File: src/rtl/histogram_equalizer_lut_pkg.sv
// histogram_equalizer_lut_pkg
//   Shared constants, FSM state type and the normalise saturation helper
//   used by the histogram equalisation LUT builder.
package histogram_equalizer_lut_pkg;

    localparam int unsigned HIST_BINS = 256;
    localparam int unsigned PIXEL_W   = 8;
    // Widest normalised product the helper accepts (HIST_W + 8 must fit).
    localparam int unsigned NORM_W    = 64;

    typedef enum logic [1:0] {
        IDLE,
        READ,
        DRAIN,
        DONE
    } state_t;

    // Clamp a normalised CDF value to the pixel range.
    function automatic logic [PIXEL_W-1:0] sat_pixel(input logic [NORM_W-1:0] v);
        if (|v[NORM_W-1:PIXEL_W]) begin
            return '1;
        end
        return v[PIXEL_W-1:0];
    endfunction

endpackage

File: src/rtl/histogram_equalizer_lut_lut_dp_ram.sv
// lut_dp_ram
//   256x8 simple dual-port RAM holding one equalisation LUT bank.
//   Ports:
//     clk      single clock for both ports
//     wr_en    write strobe, wr_addr/wr_data written at the clock edge
//     rd_addr  read address, rd_data valid the cycle after
//   Contents are not reset.
module lut_dp_ram
    import histogram_equalizer_lut_pkg::*;
(
    input  logic               clk,
    input  logic               wr_en,
    input  logic [PIXEL_W-1:0] wr_addr,
    input  logic [PIXEL_W-1:0] wr_data,
    input  logic [PIXEL_W-1:0] rd_addr,
    output logic [PIXEL_W-1:0] rd_data
);

    logic [PIXEL_W-1:0] mem [HIST_BINS];
    logic [PIXEL_W-1:0] rd_data_q;

    always_ff @(posedge clk) begin
        if (wr_en) begin
            mem[wr_addr] <= wr_data;
        end
        rd_data_q <= mem[rd_addr];
    end

    assign rd_data = rd_data_q;

endmodule

File: src/rtl/histogram_equalizer_lut.sv
// histogram_equalizer_lut
//   Reads a 256-bin histogram after a start pulse, accumulates the CDF,
//   turns it into a 256x8 equalisation LUT and remaps the live pixel stream
//   through it (1-cycle latency, identity until a LUT is available).
//   Ports:
//     clk, rst                  clock, synchronous active-high reset
//     start                     build request (ignored while busy)
//     hist_addr/hist_rd_en      histogram read port, hist_data one cycle later
//     in_pixel/in_valid         input pixel stream
//     end_of_frame              frame marker (used only with double buffering)
//     out_pixel/out_valid       remapped pixel stream
//     busy, lut_ready, done     build status
//   Optional: define LUT_DOUBLE_BUFFER_EN for two LUT banks swapped on the
//   falling edge of end_of_frame so a frame never sees a mixed LUT.
module histogram_equalizer_lut
    import histogram_equalizer_lut_pkg::*;
#(
    parameter int unsigned PIX_SHIFT = 18,
    parameter int unsigned HIST_W    = 32
) (
    input  logic                clk,
    input  logic                rst,
    input  logic                start,
    output logic [7:0]          hist_addr,
    output logic                hist_rd_en,
    input  logic [HIST_W-1:0]   hist_data,
    input  logic [7:0]          in_pixel,
    input  logic                in_valid,
    input  logic                end_of_frame,
    output logic [7:0]          out_pixel,
    output logic                out_valid,
    output logic                busy,
    output logic                lut_ready,
    output logic                done
);

    localparam logic [HIST_W+7:0] K255 = (HIST_W+8)'(255);

    state_t              state_q, state_d;
    logic [7:0]          cnt_q, cnt_d;
    logic                rd_vld_q, rd_vld_d;
    logic [7:0]          rd_addr_q, rd_addr_d;
    logic                wr_vld_q, wr_vld_d;
    logic [7:0]          wr_addr_q, wr_addr_d;
    logic [HIST_W-1:0]   acc_q, acc_d;
    logic                lut_ready_q, lut_ready_d;
    logic                out_valid_q, out_valid_d;
    logic [7:0]          ident_q, ident_d;
    logic                sel_q, sel_d;

    logic                start_ok;
    logic [HIST_W:0]     acc_sum;
    logic [HIST_W+7:0]   scaled;
    logic [7:0]          map_val;
    logic [7:0]          lut_data;

    // ---------------- FSM: state register ----------------
    always_ff @(posedge clk) begin
        if (rst) begin
            state_q <= IDLE;
        end else begin
            state_q <= state_d;
        end
    end

    // ---------------- FSM: next state ----------------
    always_comb begin
        state_d = state_q;
        case (state_q)
            IDLE:    if (start_ok) state_d = READ;
            READ:    if (cnt_q == 8'(HIST_BINS - 1)) state_d = DRAIN;
            DRAIN:   if (cnt_q == 8'd1) state_d = DONE;
            DONE:    state_d = IDLE;
            default: state_d = IDLE;
        endcase
    end

    // ---------------- FSM: outputs ----------------
    always_comb begin
        hist_rd_en = 1'b0;
        hist_addr  = '0;
        busy       = 1'b1;
        done       = 1'b0;
        case (state_q)
            IDLE:    busy = 1'b0;
            READ: begin
                hist_rd_en = 1'b1;
                hist_addr  = cnt_q;
            end
            DONE:    done = 1'b1;
            default: ;
        endcase
    end

    // ---------------- Build datapath ----------------
    // Stage 1: read issued (hist_rd_en). Stage 2: hist_data accumulated.
    // Stage 3: LUT written from the accumulator value of the previous stage.
    always_comb begin
        cnt_d     = (state_q == IDLE || state_d != state_q) ? '0 : cnt_q + 8'd1;
        rd_vld_d  = hist_rd_en;
        rd_addr_d = hist_addr;
        wr_vld_d  = rd_vld_q;
        wr_addr_d = rd_addr_q;

        acc_sum = {1'b0, acc_q} + {1'b0, hist_data};
        acc_d   = acc_q;
        if (start_ok) begin
            acc_d = '0;
        end else if (rd_vld_q) begin
            acc_d = acc_sum[HIST_W] ? '1 : acc_sum[HIST_W-1:0];
        end

        scaled  = ({8'd0, acc_q} * K255) >> PIX_SHIFT;
        map_val = sat_pixel(NORM_W'(scaled));

        out_valid_d = in_valid;
        ident_d     = in_pixel;
        sel_d       = lut_ready_q;
    end

    always_ff @(posedge clk) begin
        if (rst) begin
            cnt_q       <= '0;
            rd_vld_q    <= 1'b0;
            rd_addr_q   <= '0;
            wr_vld_q    <= 1'b0;
            wr_addr_q   <= '0;
            acc_q       <= '0;
            lut_ready_q <= 1'b0;
            out_valid_q <= 1'b0;
            ident_q     <= '0;
            sel_q       <= 1'b0;
        end else begin
            cnt_q       <= cnt_d;
            rd_vld_q    <= rd_vld_d;
            rd_addr_q   <= rd_addr_d;
            wr_vld_q    <= wr_vld_d;
            wr_addr_q   <= wr_addr_d;
            acc_q       <= acc_d;
            lut_ready_q <= lut_ready_d;
            out_valid_q <= out_valid_d;
            ident_q     <= ident_d;
            sel_q       <= sel_d;
        end
    end

`ifdef LUT_DOUBLE_BUFFER_EN
    // bank_q is the bank the pixel path reads; the build fills the other one.
    logic       bank_q, bank_d;
    logic       pending_q, pending_d;
    logic       eof_q, eof_d;
    logic       rd_bank_q, rd_bank_d;
    logic [7:0] rdata0, rdata1;

    always_comb begin
        start_ok    = start && (state_q == IDLE) && !pending_q;
        eof_d       = end_of_frame;
        rd_bank_d   = bank_q;
        bank_d      = bank_q;
        pending_d   = pending_q;
        lut_ready_d = lut_ready_q;
        if (state_q == DONE) begin
            pending_d = 1'b1;
        end else if (pending_q && eof_q && !end_of_frame) begin
            pending_d   = 1'b0;
            bank_d      = ~bank_q;
            lut_ready_d = 1'b1;
        end
        lut_data = rd_bank_q ? rdata1 : rdata0;
    end

    always_ff @(posedge clk) begin
        if (rst) begin
            bank_q    <= 1'b0;
            pending_q <= 1'b0;
            eof_q     <= 1'b0;
            rd_bank_q <= 1'b0;
        end else begin
            bank_q    <= bank_d;
            pending_q <= pending_d;
            eof_q     <= eof_d;
            rd_bank_q <= rd_bank_d;
        end
    end

    lut_dp_ram u_bank0 (
        .clk     (clk),
        .wr_en   (wr_vld_q && bank_q),
        .wr_addr (wr_addr_q),
        .wr_data (map_val),
        .rd_addr (in_pixel),
        .rd_data (rdata0)
    );

    lut_dp_ram u_bank1 (
        .clk     (clk),
        .wr_en   (wr_vld_q && !bank_q),
        .wr_addr (wr_addr_q),
        .wr_data (map_val),
        .rd_addr (in_pixel),
        .rd_data (rdata1)
    );
`else
    logic unused_eof;
    assign unused_eof = end_of_frame;

    always_comb begin
        start_ok    = start && (state_q == IDLE);
        lut_ready_d = lut_ready_q || (state_q == DONE);
    end

    lut_dp_ram u_bank0 (
        .clk     (clk),
        .wr_en   (wr_vld_q),
        .wr_addr (wr_addr_q),
        .wr_data (map_val),
        .rd_addr (in_pixel),
        .rd_data (lut_data)
    );
`endif

    assign out_pixel = sel_q ? lut_data : ident_q;
    assign out_valid = out_valid_q;
    assign lut_ready = lut_ready_q;

endmodule

File: config.mk
export PLATFORM = sky130hd
export DESIGN_NAME = histogram_equalizer_lut
export DESIGN_NICKNAME = d
export VERILOG_FILES = /design/src/rtl/histogram_equalizer_lut_pkg.sv /design/src/rtl/histogram_equalizer_lut_lut_dp_ram.sv /design/src/rtl/histogram_equalizer_lut.sv
export SDC_FILE = /design/constraint.sdc
export NUM_CORES = 2
export LEC_CHECK = 0
export CAP_MARGIN = 40
export CORE_MARGIN = 8
export CORE_UTILIZATION = 50
export CTS_CLUSTER_SIZE = 20
export DETAILED_ROUTE_END_ITERATION = 10
export GPL_TIMING_DRIVEN = 0
export PLACE_DENSITY = 0.73
export RECOVER_POWER = 100
export SLEW_MARGIN = 20
export SYNTH_ARGS = -nofsm -noshare
export SYNTH_HDL_FRONTEND = slang
export SYNTH_SLANG_ARGS = --single-unit
export TNS_END_PERCENT = 50
File: constraint.sdc
create_clock -name clk -period 17.1 [get_ports clk]
set_input_delay 3.42 -clock clk [delete_from_list [all_inputs] [get_ports clk]]
set_output_delay 3.42 -clock clk [all_outputs]
set_load 0.005 [all_outputs]
; ---- Word level (Yosys, flattened, before mapping)
; Memory sizes are Yosys's and may differ from the RTL's. A register that Yosys moved wholly into a read port is not among the register bits.
; Index checks and enable logic that the tools add are counted.
[op_classes]
eq_ne = 6
mux = 15
n_reduce_logical = 7
n_addsub = 2
mul = 1
[op_table]
columns = op, count
row1 = "multiplier 32 x 8 -> 40 bit, second input constant", 1
row2 = adder 32 x 32 -> 33 bit, 1
row3 = two-way mux 32 bit, 1
row4 = two-way mux 8 bit, 4
row5 = OR reduction 14 bit, 1
row6 = "adder 8 x 1 -> 8 bit, second input constant", 1
row7 = "== test 8 x 1 -> 1 bit, second input constant", 1
row8 = "== test 8 bit, second input constant", 1
row9 = case mux 2 bit (4 select lines), 1
row10 = two-way mux 1 bit, 6
row11 = two-way mux 2 bit, 3
row12 = "== test 2 bit, second input constant", 2
row13 = OR reduction 2 bit, 2
row14 = "== test 2 x 1 -> 1 bit, second input constant", 1
row15 = logical NOT 2 bit, 1
row16 = logical OR 1 bit, 2
row17 = inequality test 2 bit, 1
row18 = logical AND 1 bit, 1
[word_totals]
input_bits = 45
ram_bits = 2048
word_cells = 43
register_bits = 71
memories = 1
output_inout_bits = 21
[memory_table]
columns = memory, depth, word_bits, read_ports, rd_clocked_by_memory_dff, wr, line
row1 = u_bank0.mem, 256, 8, 1, 1, 1, histogram_equalizer_lut_lut_dp_ram.sv:19  ; logic [PIXEL_W-1:0] mem [HIST_BINS];

; ---- Longest topological paths before layout
[logic_depth]
word_depth = 7
mapped_depth = 19
depth_no_buf = 18

; ---- By module
; A second synthesis with hierarchy kept.
[unflattened]
hier_cells = 4904
area_unflattened_um2 = 89719.8
[modules_own_cells]
columns = mod, area_per_inst_um2, seq_area_each_um2, cells_each, instances
row1 = lut_dp_ram, 79556.3, 61659.1, 3733, 1
row2 = histogram_equalizer_lut, 10163.5, 1421.4, 1171, 1

; ---- Least setup slack after synthesis
; No wires, ideal clock.
[synth_timing]
path_kind = register to register
from = reg acc_q[13]
to = mem u_bank0.mem[0][0] (data pin)
path_stages_with_launch = 19
slack_ps = 8481
arrival_ps = 7798
period_less_slack_ps = 8619
required_ps = 16279
setup_ps = 821
path_buffers = 0
path_cell_list = dfxtp_1 -> inv_1 -> fa_1 -> fa_1 -> inv_1 -> fa_1 -> inv_1 -> fa_1 -> inv_1 -> ha_1 -> nand2_1 -> or3_1 -> or3_1 -> nand3_1 -> a211oi_1 -> o21ai_0 -> mux2i_1 -> nor3_1 -> nand2_1
[synth_between]
elab_chain_cells = 4
[synth_lines]
columns = item, line
row1 = "start, declared", histogram_equalizer_lut.sv:45  ; logic [HIST_W-1:0] acc_q, acc_d;
row2 = "start signal, assigned", histogram_equalizer_lut.sv:128  ; acc_q <= '0;
row3 = "start signal, assigned", histogram_equalizer_lut.sv:139  ; acc_q <= acc_d;
row4 = multiplier 32 x 8 -> 40 bit (*), histogram_equalizer_lut.sv:113  ; scaled = ({8'd0, acc_q} * K255) >> PIX_SHIFT;
row5 = OR reduction 14 bit, histogram_equalizer_lut_pkg.sv:20  ; if (|v[NORM_W-1:PIXEL_W]) begin
row6 = two-way mux 1 bit, histogram_equalizer_lut_pkg.sv:20
row7 = two-way mux 8 bit (*), histogram_equalizer_lut_pkg.sv:23  ; return v[PIXEL_W-1:0];
row8 = net map_val[0], histogram_equalizer_lut.sv:54  ; logic [7:0] map_val;
row9 = "end, declared", histogram_equalizer_lut_lut_dp_ram.sv:19
; The timed path passes the listed nets; every way through them passes the cells marked *.

; ---- Worst setup path after layout
[layout_timing]
from = reg acc_q[13]
to = mem u_bank0.mem[124][3] (data pin)
; The elaborated chain is that of the path after synthesis.

==> results.toml <==
[floorplan]
coreArea_um2 = 176000
start_util = 0.503
die_x_um = 437
ios = 66
die_height_um = 437
rows = 154
fp.dieArea_um2 = 191000

[clock_network]
holdBufCountCts = 0
clock-sinks = 2127
post_cts_resize_count = 0
cts_tree = "built"
post_cts_buffers = 0
clk_latency_ns = 0.86
clock_path_buffers = 3
path_clk_slew_ns = 0.06
cts_root_buf = "clkbuf_16"
numCtsBuffers = 204
cts_max_level = 4

[route]
drt_iter0_drc = 5969
dr.pass1.iters = 6
ant_nets = 0
wl_per_cell_um = 30.3
wirelength_um = 220000
vias_per_cell = 6.20
drc_errors = 0
num_vias = 45100

[synth]
syn_area_um2 = 88800
async_reset_ff_frac = 0
ys_warn_count = 0
ys_seq_elements = 2127
synth-seq-area-share = 0.711
syn-mean-instance-area_um2 = 20.5
synth_edf_count = 2048
synth_area_leaders = "edfxtp_1, mux4_2, fa_1"
post_synth_num_cell_types = 63
synth_fp_nets = 4612
syn_inst = 4325
synth_ff_type = "edfxtp_1"
synth_top_area_frac = 0.693
synth_top_area_cell = "edfxtp_1"

[grt]
antenna_found_initial = 12
grt_pass1_wl_um = 316000
grt_use_total = 0.228
grt-ovfl-total = 0
grt_max_degree = 77
grt_pass1_vias = 44600

[outcome]
violations = "capacitance limit, slew limit"
status = "finished with violations"

[cells_and_area]
fin_area_um2 = 100000
final_nets = 5033
area_growth_pct = 12.9
drive_above_1_share = 0.222

[placement]
place_area_um2 = 93900
place_congestion = 0.899
port_buffers = 56
post-dp-hpwl_um = 151000

[power_and_ir_drop]
peakVddDrop_v = 0.0000991
leakage_uw = 0.0242
p_per_area_nw_per_um2 = 110

[timing]
max_freq_mhz = 88.2
relSlewSlack = -1.35
tightest_slew_ns = 3.53
setup_viol = 0
period_needed_ns = 11.34
tns_ns = 0
fin_skew_ns = 0.0496
rsz0062_at_grt = "false"
slew_viol_final = 1676
finalHoldViolCount = 0
finalCritPeriodShare = 0.663

[worst_setup_path]
crit_path_start_kind = "flop"
cpLargestDelayFamily = "buffers and inverters"
cpPeakStageDelay_ns = 2.17
critPathBufInv = 7
critPathMaxFanout = 64
crit_chain = "inv_1, fa_1, fa_1, inv_1, fa_1, inv_1, fa_1, inv_1, ha_1, nand2_1, or3_1, or3_1, nand3_1, a211oi_1, o21ai_0, mux2i_1, clkbuf_1, nor3_1, nand2_1, clkbuf_1, clkbuf_1"
cp.arrival_ns = 11.55
critPathSlowestCell = "clkbuf_1"
crit_type = "reg -> reg"
required_ns = 17.31
end_kind = "flop"

[run]
maxCapViolCount = 35

[min_path]
holdCritPathClass = "reg -> reg"
## cell families after synthesis
logic type      count (synthesis)  share of synthesized area
fa+ha+maj                     242                     0.0468
compound gates                246                     0.0171
flops                        2127                      0.711
mux                           692                      0.174
buf+inv                       423                     0.0192
simple gates                  547                     0.0274
xor+xnor                       48                    0.00474
## through the flow
step,power (uW),utilization,worst slack [ns],cells,hold WS (ns)
3_3_place_gp,6500,0.523,3.83,6721,0.432
4_1_cts,11000,0.571,9.66,7202,0.448
2_1_floorplan,6290,-,8.48,4325,0.414
3_5_place_dp,6500,0.532,9.25,6816,0.428
6_report,11000,0.568,5.76,7279,0.436
5_1_grt,11300,0.568,4.96,7267,0.461
## final cells by class
| type | instances | area (um2) |
|---|---|---|
| antenna | 13 | 32.5 |
| buffer | 219 | 945 |
| clock buffer | 237 | 5230 |
| clock inverter | 149 | 1660 |
| fill | 12700 | 76100 |
| inverter | 204 | 766 |
| multi-input combinational | 1775 | 24000 |
| sequential | 2127 | 63100 |
| tap | 2340 | 2930 |
| timing repair buffer | 215 | 1590 |
## layer usage
layer	wire length, um	vias to the layer above	GRT usage
met1	82800	23700	0.309
met3	24600	417	0.0663
met4	8840	8	0.0833
met5	101	-	0
met2	104000	2548	0.355
li1	-	18400	-
## cells in the final DEF (no fill, tap or decap), drive strengths merged, types with 10 or more instances in the layout
cell	count
a21o	29
a21oi	91
a31oi	10
and2	19
and3	10
buf	121
bufinv	26
clkbuf	494
clkdlybuf4s50	41
clkinv	101
clkinvlp	15
dfxtp	79
diode	13
dlygate4sd3	15
edfxtp	2048
fa	150
ha	92
inv	211
mux4	680
nand2	61
nand3	44
nand4	25
nor2	313
nor2b	32
nor3	23
o21ai	55
xnor2	24
xor2	24
## power breakdown
group          leakage [uW]  switching, uW  internal (uW)  total, uW
combinational       0.00846            423            243        666
sequential           0.0124           11.4           5700       5710
clock               0.00331           1990           2610       4590
total                0.0242           2420           8550      11000
## synthesized netlist by cell type (41+ instances only)
cell type	n
edfxtp_1	2048
mux4_2	680
nor2_1	313
inv_1	204
fa_1	150
clkbuf_1	135
ha_1	92
a21oi_1	91
dfxtp_1	79
nand2_1	61
o21ai_0	55
nand3_1	44
buf_2	41
## flip-flops by register name, summed over array words and instances, names as in the netlist
| name | flops |
|---|---|
| rd_vld_q | 1 |
| u_bank0.rd_data | 8 |
| rd_addr_q | 8 |
| lut_ready | 1 |
| ident_q | 8 |
| state_q | 2 |
| sel_q | 1 |
| wr_addr_q | 8 |
| wr_vld_q | 1 |
| u_bank0.mem | 2048 |
| cnt_q | 8 |
| out_valid | 1 |
| acc_q | 32 |
## path summary, 6_finish.rpt
kind,startpoint,endpoint,slack (ns),depth (start not counted)
setup reg to reg,acc_q[13]$_SDFFE_PP0P_,u_bank0.mem[124][3]$_DFFE_PP_,5.76,21
setup / recovery,acc_q[13]$_SDFFE_PP0P_,u_bank0.mem[124][3]$_DFFE_PP_,5.76,21
hold reg to reg,rd_addr_q[5]$_SDFF_PP0_,wr_addr_q[5]$_SDFF_PP0_,0.44,1
hold / removal,rd_addr_q[5]$_SDFF_PP0_,wr_addr_q[5]$_SDFF_PP0_,0.44,1
Power figures use the tool's default switching activity.
